File: config.mk
export PLATFORM = sky130hd
export DESIGN_NAME = wddl_phase_ctrl
export DESIGN_NICKNAME = d
export VERILOG_FILES = /design/src/rtl/wddl_phase_ctrl.sv
export SDC_FILE = /design/constraint.sdc
export NUM_CORES = 1
export LEC_CHECK = 0
export ABC_AREA = 1
export BUFFER_PORTS_ARGS = -buffer_cell sky130_fd_sc_hd__buf_2
export CORE_MARGIN = 2
export CORE_UTILIZATION = 40
export CTS_BUF_LIST = sky130_fd_sc_hd__clkbuf_16
export DETAILED_ROUTE_END_ITERATION = 8
export PLACE_DENSITY = 0.73
export SYNTH_ARGS = -nofsm -noshare
export SYNTH_HDL_FRONTEND = slang
export SYNTH_SLANG_ARGS = --single-unit
File: constraint.sdc
create_clock -name clk -period 1.26 [get_ports clk]
set_clock_uncertainty 0.1 [all_clocks]
set_input_delay 0.252 -clock clk [delete_from_list [all_inputs] [get_ports clk]]
set_output_delay 0.252 -clock clk [all_outputs]
set_load 0.02 [all_outputs]
File: src/rtl/wddl_phase_ctrl.sv
// Precharge/evaluate phase sequencer for a bank of WDDL dual-rail registers.
// Latency: start to cap_en is PRE_CYC+EVAL_CYC+1 cycles; done pulses the cycle after CAPT.
// Backpressure: none; start while busy is dropped (no queuing), stop ends continuous mode after CAPT.
//
// Ports:
//   clk, rst               clock, synchronous active-high reset
//   start, cont, stop      round request, continuous mode, end continuous mode
//   clr_err                clear sticky flag and violation counter
//   q, qbar                true/false rails from the dual-rail flop pairs (WIDTH bits)
//   prechrg                1 = precharge (rails forced low), 0 = evaluate
//   cap_en                 capture strobe to the dual-rail register bank
//   busy, done             not-IDLE indicator, one-cycle end-of-round pulse
//   rail_err, err_cnt      sticky dual-rail violation flag, saturating count
//
// Build option: define WDDL_RAIL_CHECK_EN to include the rail checker; without it
// rail_err_o/err_cnt_o are tied low and q_i/qbar_i/clr_err_i are ignored.
module wddl_phase_ctrl #(
    parameter int WIDTH    = 8,
    parameter int PRE_CYC  = 2,
    parameter int EVAL_CYC = 2,
    parameter int ERR_W    = 8
) (
    input  logic             clk,
    input  logic             rst,
    input  logic             start_i,
    input  logic             cont_i,
    input  logic             stop_i,
    input  logic             clr_err_i,
    input  logic [WIDTH-1:0] q_i,
    input  logic [WIDTH-1:0] qbar_i,
    output logic             prechrg_o,
    output logic             cap_en_o,
    output logic             busy_o,
    output logic             done_o,
    output logic             rail_err_o,
    output logic [ERR_W-1:0] err_cnt_o
);

    typedef enum logic [1:0] {
        IDLE = 2'd0,
        PRE  = 2'd1,
        EVAL = 2'd2,
        CAPT = 2'd3
    } state_t;

    // Phase counters are loaded with length-1 and count down to 0.
    localparam logic [3:0] PRE_LOAD  = 4'(PRE_CYC - 1);
    localparam logic [3:0] EVAL_LOAD = 4'(EVAL_CYC - 1);

    state_t     state;
    logic [3:0] cnt;

    // Outputs are produced alongside the next state so each one reflects the
    // state the sequencer is in during that cycle.
    always_ff @(posedge clk) begin
        if (rst) begin
            state     <= IDLE;
            cnt       <= '0;
            prechrg_o <= 1'b1;
            cap_en_o  <= 1'b0;
            busy_o    <= 1'b0;
            done_o    <= 1'b0;
        end else begin
            cap_en_o <= 1'b0;
            done_o   <= 1'b0;
            case (state)
                IDLE: begin
                    if (start_i) begin
                        state     <= PRE;
                        cnt       <= PRE_LOAD;
                        prechrg_o <= 1'b1;
                        busy_o    <= 1'b1;
                    end
                end
                PRE: begin
                    if (cnt == 4'd0) begin
                        state     <= EVAL;
                        cnt       <= EVAL_LOAD;
                        prechrg_o <= 1'b0;
                    end else begin
                        cnt <= cnt - 4'd1;
                    end
                end
                EVAL: begin
                    if (cnt == 4'd0) begin
                        state    <= CAPT;
                        cap_en_o <= 1'b1;
                    end else begin
                        cnt <= cnt - 4'd1;
                    end
                end
                CAPT: begin
                    done_o    <= 1'b1;
                    prechrg_o <= 1'b1;
                    // stop has priority over cont.
                    if (stop_i || !cont_i) begin
                        state  <= IDLE;
                        busy_o <= 1'b0;
                    end else begin
                        state <= PRE;
                        cnt   <= PRE_LOAD;
                    end
                end
                default: begin
                    state     <= IDLE;
                    prechrg_o <= 1'b1;
                    busy_o    <= 1'b0;
                end
            endcase
        end
    end

`ifdef WDDL_RAIL_CHECK_EN
    // Last precharge cycle: both rails of every pair must be low.
    // Capture cycle: every pair must carry exactly one high rail.
    logic pre_viol;
    logic capt_viol;
    logic viol;

    assign pre_viol  = (state == PRE) && (cnt == 4'd0) && (|(q_i | qbar_i));
    assign capt_viol = (state == CAPT) && !(&(q_i ^ qbar_i));
    assign viol      = pre_viol || capt_viol;

    // One increment per check cycle no matter how many bits fail; clear beats
    // a simultaneous violation.
    always_ff @(posedge clk) begin
        if (rst) begin
            rail_err_o <= 1'b0;
            err_cnt_o  <= '0;
        end else if (clr_err_i) begin
            rail_err_o <= 1'b0;
            err_cnt_o  <= '0;
        end else if (viol) begin
            rail_err_o <= 1'b1;
            if (err_cnt_o != {ERR_W{1'b1}}) begin
                err_cnt_o <= err_cnt_o + 1'b1;
            end
        end
    end
`else
    logic unused_rail;
    assign unused_rail = ^{q_i, qbar_i, clr_err_i};
    assign rail_err_o  = 1'b0;
    assign err_cnt_o   = '0;
`endif

endmodule

==> results of run 1 <==
## worst reg2reg max path, cell delays in order (launching register included)
cell and delay (ns):
dfxtp_4 0.39, inv_6 0.05, ha_4 0.29, buf_6 0.10, nand3_2 0.06, nor2_1 0.08
nand2_1 0.06, a21oi_1 0.11
## layout make-up
cell class              count  area [um^2]  area share (%)
inverters                  14         70.1            6.85
flip-flops and latches     10          208            20.3
clock buffers               3         75.1            7.34
well taps                  17         21.3            2.08
repair buffers             16          108            10.5
multi-input cells          74          541            52.9
## cells by family (layout without fill, tap and decap cells)
kind of cell | count (synthesis) | in the layout
AND/OR/NAND/NOR | 44 | 44
other | 1 | 9
adder cells (fa/ha/maj) | 7 | 7
flip-flops | 10 | 10
buffers and inverters | 23 | 33
AO/OA/AOI/OAI | 14 | 14
## power groups by stage
stage               Combinational (uW)  Sequential (uW)  Clock (uW)
floorplan                          840              522           0
global placement                  1140              492           0
detailed placement                1160              494           0
CTS                               1200              511         559
global route                      1810              541         577
finish                            1660              528         563
## state kept, by name, indices dropped and copies added, names as in the netlist
name,flops
cnt,4
state,2
busy_o,1
cap_en_o,1
done_o,1
prechrg_o,1
## cell usage after synthesis
cell type  number
a21oi_1         9
nand3_2         2
conb_1          1
nand2_2         3
buf_4           9
nand4_1         3
o21ai_0         2
ha_1            7
inv_1          12
dfxtp_1        10
inv_2           2
o21ai_1         2
nand2_4         2
nand3b_1        1
nor2_2          1
nand3_1         4
nor2_1          8
o211ai_1        1
nand2_1        20
## per-stage QoR
| step | std cells | instance area (um^2) | total power, uW |
|---|---|---|---|
| 2_1_floorplan | 107 | 753 | 1360 |
| 3_3_place_gp | 130 | 800 | 1630 |
| 3_5_place_dp | 130 | 800 | 1650 |
| 4_1_cts | 133 | 897 | 2270 |
| 5_1_grt | 134 | 1020 | 2930 |
| 6_report | 134 | 1020 | 2750 |
## layer usage
layer  wire (um)  part of all wire [%]  track usage (%)
met1         708                    44             19.2
met2         802                    50             25.8
met3          72                   4.5             3.57
met4          26                   1.6             8.57
met5           0                     0                0
## worst paths after layout
check	end	from	cells after the start	slack [ns]
worst min-delay path	state[0]	rst	2	0.18
worst max register to register	cnt[1]	state[0]	7	-0.06
worst min register to register	prechrg_o	prechrg_o	2	0.35
worst max-delay path	cnt[1]	state[0]	7	-0.06
## timing repair
action | 4_1_cts | 5_1_grt
resized for setup | 8 | 31
pin swaps | 2 | 17
setup buffers | 0 | 1
endpoints found under the setup margin | 6 | 8
==> impl_metrics.ini, run 1 <==
[status]
status = complete, but fails checks
violations = negative setup slack

[sta]
finalCritPeriodShare_pct = 105
setup_viol = 3
post-route-min-period_ns = 1.32
final_max_slew_viol_count = 0
hold_ws_ns = 0.182
rsz0062_at_grt = true
layout_setup_ws_ns = -0.0595
finalHoldViolCount = 0
fmax_mhz = 758
finalSetupTns_ns = -0.106

[floorplanning]
die-area_mm2 = 0.00211
die_y_um = 45.9
initial_core_util_pct = 41.6
die_w_um = 45.9
core_area_mm2 = 0.00169
pin_count = 35
rows = 15

[placement]
place_ws_ns = -0.0865
post-dp-hpwl_um = 1030
numPortBuffers = 8
gp_congestion = 0.801

[synthesis]
syn_area_um2 = 703
netlist_instances = 99
ys_seq_area_share_pct = 28.5
synth_top_area_share_pct = 28.5
synth_top_family_by_area = simple AND/OR/NAND/NOR gates
synth_area_per_cell_um2 = 7.10
synth_compound_area_share_pct = 10.3
synthXorXnorAreaFrac_pct = 0
synth_mux_area_share_pct = 0
synth_warnings = 0
synthAdderAreaFrac_pct = 12.5
synth-simple-area-share_pct = 31.1
yosysUniqueCellTypes = 19
synth-seq-cells = 10
yosysTopAreaCell = dfxtp_1
synth_top_cells_by_area = dfxtp_1 28%, ha_1 12%, nand2_1 11%, buf_4 9.6%, a21oi_1 6.4%

[global_routing]
grt_max_degree = 9
grt_use_total_pct = 15.9
antenna_found_initial = 0
gr-total-overflow = 0
grt_pass1_wl_um = 2390
grt_pass1_vias = 579

[setup_path]
critPathCaptureType = flop
max_stage_delay_ns = 0.39
crit_buf_inv = 2
cp_max_fo = 5
critPathKind = reg -> reg
cp_slowest_cell = dfxtp_4
crit_required_ns = 1.33
crit_chain = inv_6 -> ha_4 -> buf_6 -> nand3_2 -> nor2_1 -> nand2_1 -> a21oi_1
startpoint_type = flop
crit_arrival_ns = 1.39
crit_family = flip-flops

[power]
p_seq_share_pct = 19.2
cellLeakagePower_uw = 0.000485
internal-power_uw = 1550
power_density_mw_per_mm2 = 2690
power.switching_uw = 1200
p_comb_share_pct = 60.3
ir_drop_v = 0.00160
p_sw_share_pct = 43.6
clkPwrFrac_pct = 20.5

[cts]
ctsHoldBuffers = 0
cts_tree = built
cts.sinks = 10
ctsRootBufferMaster = clkbuf_16
clk_pin_slew_ns = 0.04
cts_buffers = 3
cts_buffer_depth = 2
cts_htree_levels = 1
clkLatencyLatePin_ns = 0.24

[final_layout]
final_common_cell = nand2_1
layout_common_cells = 17 x nand2_1, 9 x conb_1, 8 x dfxtp_1, 8 x buf_2, 7 x nor2_1
layout.nets = 148
diodes = 0
layout-drive-gt1-share_pct = 44.4
num-fill-cells = 143
syn2layout_area_growth_pct = 45.4
final_util_pct = 60.5

[run]
maxCapViolCount = 0

[route]
wl_per_cell_um = 12.0
ant_nets = 0
via_count = 664
drtIter0Drc = 14
drc_errors = 0
drt_pass1_iterations = 5
vias_per_cell = 4.96
wl_um = 1610

[worst_hold_path]
hp-class = in -> reg
(Power assumes the default switching activity.)
==> inputs of run 2 (changes only) <==
--- a/config.mk
+++ b/config.mk
@@ -7,11 +7,14 @@
 export LEC_CHECK = 0
 export ABC_AREA = 1
 export BUFFER_PORTS_ARGS = -buffer_cell sky130_fd_sc_hd__buf_2
+export CELL_PAD_IN_SITES_DETAIL_PLACEMENT = 0
+export CELL_PAD_IN_SITES_GLOBAL_PLACEMENT = 2
+export CORE_ASPECT_RATIO = 0.6
 export CORE_MARGIN = 2
-export CORE_UTILIZATION = 40
+export CORE_UTILIZATION = 20
 export CTS_BUF_LIST = sky130_fd_sc_hd__clkbuf_16
 export DETAILED_ROUTE_END_ITERATION = 8
-export PLACE_DENSITY = 0.73
+export PLACE_DENSITY = 0.72
 export SYNTH_ARGS = -nofsm -noshare
 export SYNTH_HDL_FRONTEND = slang
 export SYNTH_SLANG_ARGS = --single-unit
==> run 2 against run 1 <==
Effect of this change: the flow still finishes with violations (negative setup slack); final area rose by 0.37%; register-to-register slack better by 0.03 ns; critical path depth decreased by 1; global-route usage fell by 6.7 points; combinational power down 8%; die area is 91% higher; wire length is 1.7% higher; first-iteration DRC count rose by 57%; sequential power fell by 2%; critical endpoint unchanged; largest power group unchanged.
==> impl_metrics.ini, run 2 (synthesized netlist as in run 1, its figures left out) <==
[power]
cellLeakagePower_uw = 0.000481
total_power_uw = 2630
power_density_mw_per_mm2 = 2560
ir_drop_v = 0.000960

[placement]
gp_congestion = 0.780
dpl-instance-area_um2 = 857
numPortBuffers = 8
post-dp-hpwl_um = 1270
post-place-cells = 161

[final_layout]
syn2layout_area_growth_pct = 45.9
final_cell_count_no_fill = 165
final_cell_area_mm2 = 0.00103
regMostFlops = cnt
final_common_cell = nand2_1
layout.nets = 150
layout_common_cells = 18 x nand2_1, 10 x buf_4, 9 x conb_1, 8 x dfxtp_1, 8 x buf_2
largest_reg_flops = 4
seqCellArea_um2 = 208
top_regs = cnt x4, state x2
layout-drive-gt1-share_pct = 42.5
diodes = 0
num-fill-cells = 355
multi_input_area_um2 = 503

[floorplanning]
pin_count = 35
core_area_mm2 = 0.00330
rows = 16
die_y_um = 49.9
initial_core_util_pct = 21.3
die-area_mm2 = 0.00402
die_w_um = 80.6

[setup_path]
cp_max_fo = 5
r2r-start = state[0]
startpoint_type = flop
crit_start = state[0]
endpoint = cnt[1]
crit_arrival_ns = 1.37
r2r_end = cnt[1]
r2r_slack_ns = -0.03
crit_required_ns = 1.34
critPathCaptureType = flop
reg2regPathDepth = 6
critPathKind = reg -> reg

[worst_hold_path]
hold_start = rst
hp-class = in -> reg

[sta]
finalSetupTns_ns = -0.0538
finalCritPeriodShare_pct = 103
fmax_mhz = 774
final_max_slew_viol_count = 0
finalHoldViolCount = 0
post-route-min-period_ns = 1.29
layout_setup_ws_ns = -0.0318
setup_viol = 4
rsz0062_at_grt = true

[cts]
cts_htree_levels = 1
ctsRootBufferMaster = clkbuf_16
cts.sinks = 10
clk_pin_slew_ns = 0.05
cts_buffer_depth = 2
clkLatencyLatePin_ns = 0.24
cts_buffers = 3
cts_tree = built

[global_routing]
grt_use_total_pct = 9.27
grt_pass1_vias = 623
grt_pass1_wl_um = 2770
grt_max_degree = 9
gr-total-overflow = 0
antenna_found_initial = 0

[route]
wl_per_cell_um = 9.92
wl_um = 1640
drt_pass1_iterations = 4
via_count = 651
drc_errors = 0
drtIter0Drc = 22
ant_nets = 0
vias_per_cell = 3.95

[status]
violations = negative setup slack
status = complete, but fails checks

[run]
maxCapViolCount = 0
## run 2: cell types whose count changed in the layout (fill, tap and decap cells not counted), sizes merged
cell and delta:
buf +2, clkinv +1
## run 2: metrics by stage
step / utilization, % / hold slack, ns / worst slack, ns
after floorplan: - / 0.214 / 0.00946
after global placement: 25.9 / 0.342 / -0.133
after detailed placement: 25.9 / 0.353 / -0.161
after CTS: 29.5 / 0.180 / -0.0410
after global routing: 31.1 / 0.185 / -0.0826
final: 31.1 / 0.177 / -0.0318
## run 2: worst max-delay path, stage by stage (launching register included)
cell,delay (ns)
dfxtp_4,0.39
inv_6,0.05
ha_4,0.30
nand3_2,0.07
nor2_2,0.12
nand2_1,0.08
a21oi_2,0.12
## run 2: power by group
part | switching [uW] | internal (uW)
Sequential | 88.0 | 427
Combinational | 868 | 664
Clock | 164 | 418
Total | 1120 | 1510
## run 2: how the worst min path moves through the flow
stage                     end  slack (ns)  depth (start not counted)
floorplan            state[0]        0.21                          1
global route           cnt[1]        0.19                          2
finish                 cnt[1]        0.18                          2
global placement    prechrg_o        0.34                          2
detailed placement  prechrg_o        0.35                          2
CTS                  state[0]        0.18                          2
## run 2: what timing repair did
item	in CTS	in global routing
gates resized for setup	14	14
setup endpoints to repair	7	8
setup buffers	0	0
endpoints found under the hold margin	0	0
hold buffers	0	0
pin swaps	8	13
## run 2: per-layer routing
metal / wire, um / track usage [%] / part of all wire (%) / vias to the layer above
met1: 845 / 12.2 / 52 / 297
met5: 0 / 0 / 0 / -
met2: 696 / 13.9 / 43 / 12
met4: 4 / 1.69 / 0.24 / 0
met3: 89 / 4.40 / 5.4 / 2
li1: - / - / - / 340
## run 2: final cells by class
class / instances / share of cell area (%)
Clock buffer: 3 / 7.32
Clock inverter: 1 / 0.366
Inverter: 14 / 6.34
Multi-Input combinational cell: 74 / 49.0
Sequential cell: 10 / 20.2
Tap cell: 45 / 5.49
Timing Repair Buffer: 18 / 11.2
==> inputs of run 3 (changes only) <==
==> constraint.sdc (replaced) <==
create_clock -name clk -period 1.26 [get_ports clk]
set_clock_uncertainty 0.1 [all_clocks]
set_input_delay 0 -clock clk [delete_from_list [all_inputs] [get_ports clk]]
set_output_delay 0 -clock clk [all_outputs]
set_load 0.02 [all_outputs]
==> run 3 against run 2 <==
Effect of this change: the run still ends with negative setup slack left; non-clock buffer count up 3; final area up 5.7%; combinational power up 7%; final cell count up 1.8%; global-route usage down 0.35 points; fmax up 2.2%; utilization up 1.8 points; critical path type unchanged.
==> impl_metrics.ini, run 3 (synthesized netlist as in run 1, its figures left out) <==
[status]
status = complete, but fails checks
violations = negative setup slack

[route]
wl_per_cell_um = 9.78
drc_errors = 0
drtIter0Drc = 33
ant_nets = 0
drt_pass1_iterations = 4
via_count = 649
vias_per_cell = 3.86
wl_um = 1640

[power]
cellLeakagePower_uw = 0.000510
power.switching_uw = 1170
power_density_mw_per_mm2 = 2530
p_comb_share_pct = 59.8
clkPwrFrac_pct = 21.2
total_power_uw = 2740
ir_drop_v = 0.000713
p_sw_share_pct = 42.8
internal-power_uw = 1570
p_seq_share_pct = 18.9

[placement]
place_ws_ns = -0.102
dpl-instance-area_um2 = 835
post-dp-hpwl_um = 1180
gp_congestion = 0.781
numPortBuffers = 8

[final_layout]
seqCellArea_um2 = 208
syn2layout_area_growth_pct = 54.3
final_common_cell = nand2_1
largest_reg_flops = 4
diodes = 0
final_util_pct = 32.8
layout-drive-gt1-share_pct = 42.3
num-fill-cells = 350
layout.nets = 153
layout_common_cells = 17 x nand2_1, 10 x buf_4, 9 x conb_1
multi_input_area_um2 = 523
top_regs = cnt x4, state x2
final_cell_area_mm2 = 0.00108
regMostFlops = cnt

[sta]
hold_ws_ns = 0.117
final_max_slew_viol_count = 0
rsz0062_at_grt = true
fmax_mhz = 791
setup_viol = 3
post-route-min-period_ns = 1.26
layout_setup_ws_ns = -0.00456
finalHoldViolCount = 0
finalCritPeriodShare_pct = 100

[global_routing]
grt_max_degree = 9
met3_usage_pct = 5.31
grtUsageMet1_pct = 12.1
antenna_found_initial = 0
gr-max-usage-layer = met2
gr-total-overflow = 0
grt_util_met2_pct = 12.1
grt_use_total_pct = 8.92
grt_pass1_vias = 575
grt_pass1_wl_um = 2680

[run]
maxCapViolCount = 0

[worst_hold_path]
hold_start = cont_i
holdPathStages = 5
min_to = busy_o
hp-class = in -> reg

[floorplanning]
die_w_um = 80.6
die_y_um = 49.9
pin_count = 35
rows = 16
die-area_mm2 = 0.00402
core_area_mm2 = 0.00330
initial_core_util_pct = 21.3

[cts]
cts.sinks = 10
cts_tree = built
clkLatencyLatePin_ns = 0.24
clk_pin_slew_ns = 0.05
cts_buffer_depth = 2
ctsRootBufferMaster = clkbuf_16
cts_buffers = 3
cts_htree_levels = 1

[setup_path]
cp_max_fo = 4
r2r-start = state[1]
critPathCaptureType = flop
critPathKind = reg -> reg
crit_arrival_ns = 1.34
r2r_slack_ns = -0.005
reg2regPathDepth = 8
r2r_end = cnt[3]
startpoint_type = flop
crit_required_ns = 1.34
-- run 3: cell types whose count changed in the layout (fill, tap and decap cells not counted), moves of 2 or more --
cell	previous run	this run
dlygate4sd3_1	0	2
ha_2	2	0
inv_2	4	2
nand2_4	4	6
-- run 3: worst max path at each step --
stage / startpoint / to / slack [ns] / cells past startpoint
after floorplan: state[0] / cnt[0] / 0.009 / 8
after global placement: state[1] / cnt[0] / -0.13 / 7
after detailed placement: state[0] / cnt[0] / -0.10 / 8
after CTS: state[0] / cnt[0] / -0.02 / 7
after global routing: state[1] / cnt[0] / -0.08 / 7
final: state[1] / cnt[3] / -0.005 / 8
-- run 3: critical path: stages (launching register included) --
cell and delay, ns:
dfxtp_4 0.37, inv_6 0.08, ha_4 0.16, inv_4 0.04, nand2_4 0.08, nand2_4 0.06
nor2_1 0.11, nand3_1 0.08, a21oi_1 0.12
-- run 3: power groups by stage --
stage               Sequential [uW]  Clock, uW  Combinational, uW
floorplan                       522          0                840
detailed placement              495          0               1170
CTS                             513        592               1400
global route                    533        611               1810
finish                          519        582               1640
global placement                492          0               1210
-- run 3: layer usage --
| metal | vias up | routed length, um | share of wire (%) |
|---|---|---|---|
| met5 | - | 0 | 0 |
| met4 | 0 | 12 | 0.73 |
| met3 | 3 | 119 | 7.2 |
| met2 | 14 | 673 | 41 |
| met1 | 288 | 838 | 51 |
| li1 | 344 | - | - |
-- run 3: per-stage QoR --
step                      TNS [ns]  std cells
final                      -0.0123        168
after global routing        -0.371        168
after CTS                  -0.0314        166
after detailed placement    -0.382        158
after global placement      -0.341        158
after floorplan                  0        107
-- run 3: layout make-up --
class                           instances  share of cell area, %
Clock inverter                          1                  0.346
Sequential cell                        10                   19.1
Clock buffer                            3                   6.92
Timing Repair Buffer                   21                   13.5
Inverter                               14                   6.69
Multi-Input combinational cell         74                   48.2
Tap cell                               45                   5.19
-- run 3: what timing repair did --
action / in CTS / in global routing
setup buffers: 2 / 2
endpoints found under the hold margin: 6 / 0
endpoints found under the setup margin: 7 / 8
resized for setup: 19 / 16
pin swaps: 6 / 10
hold buffers: 2 / 0
gates cloned: 0 / 0
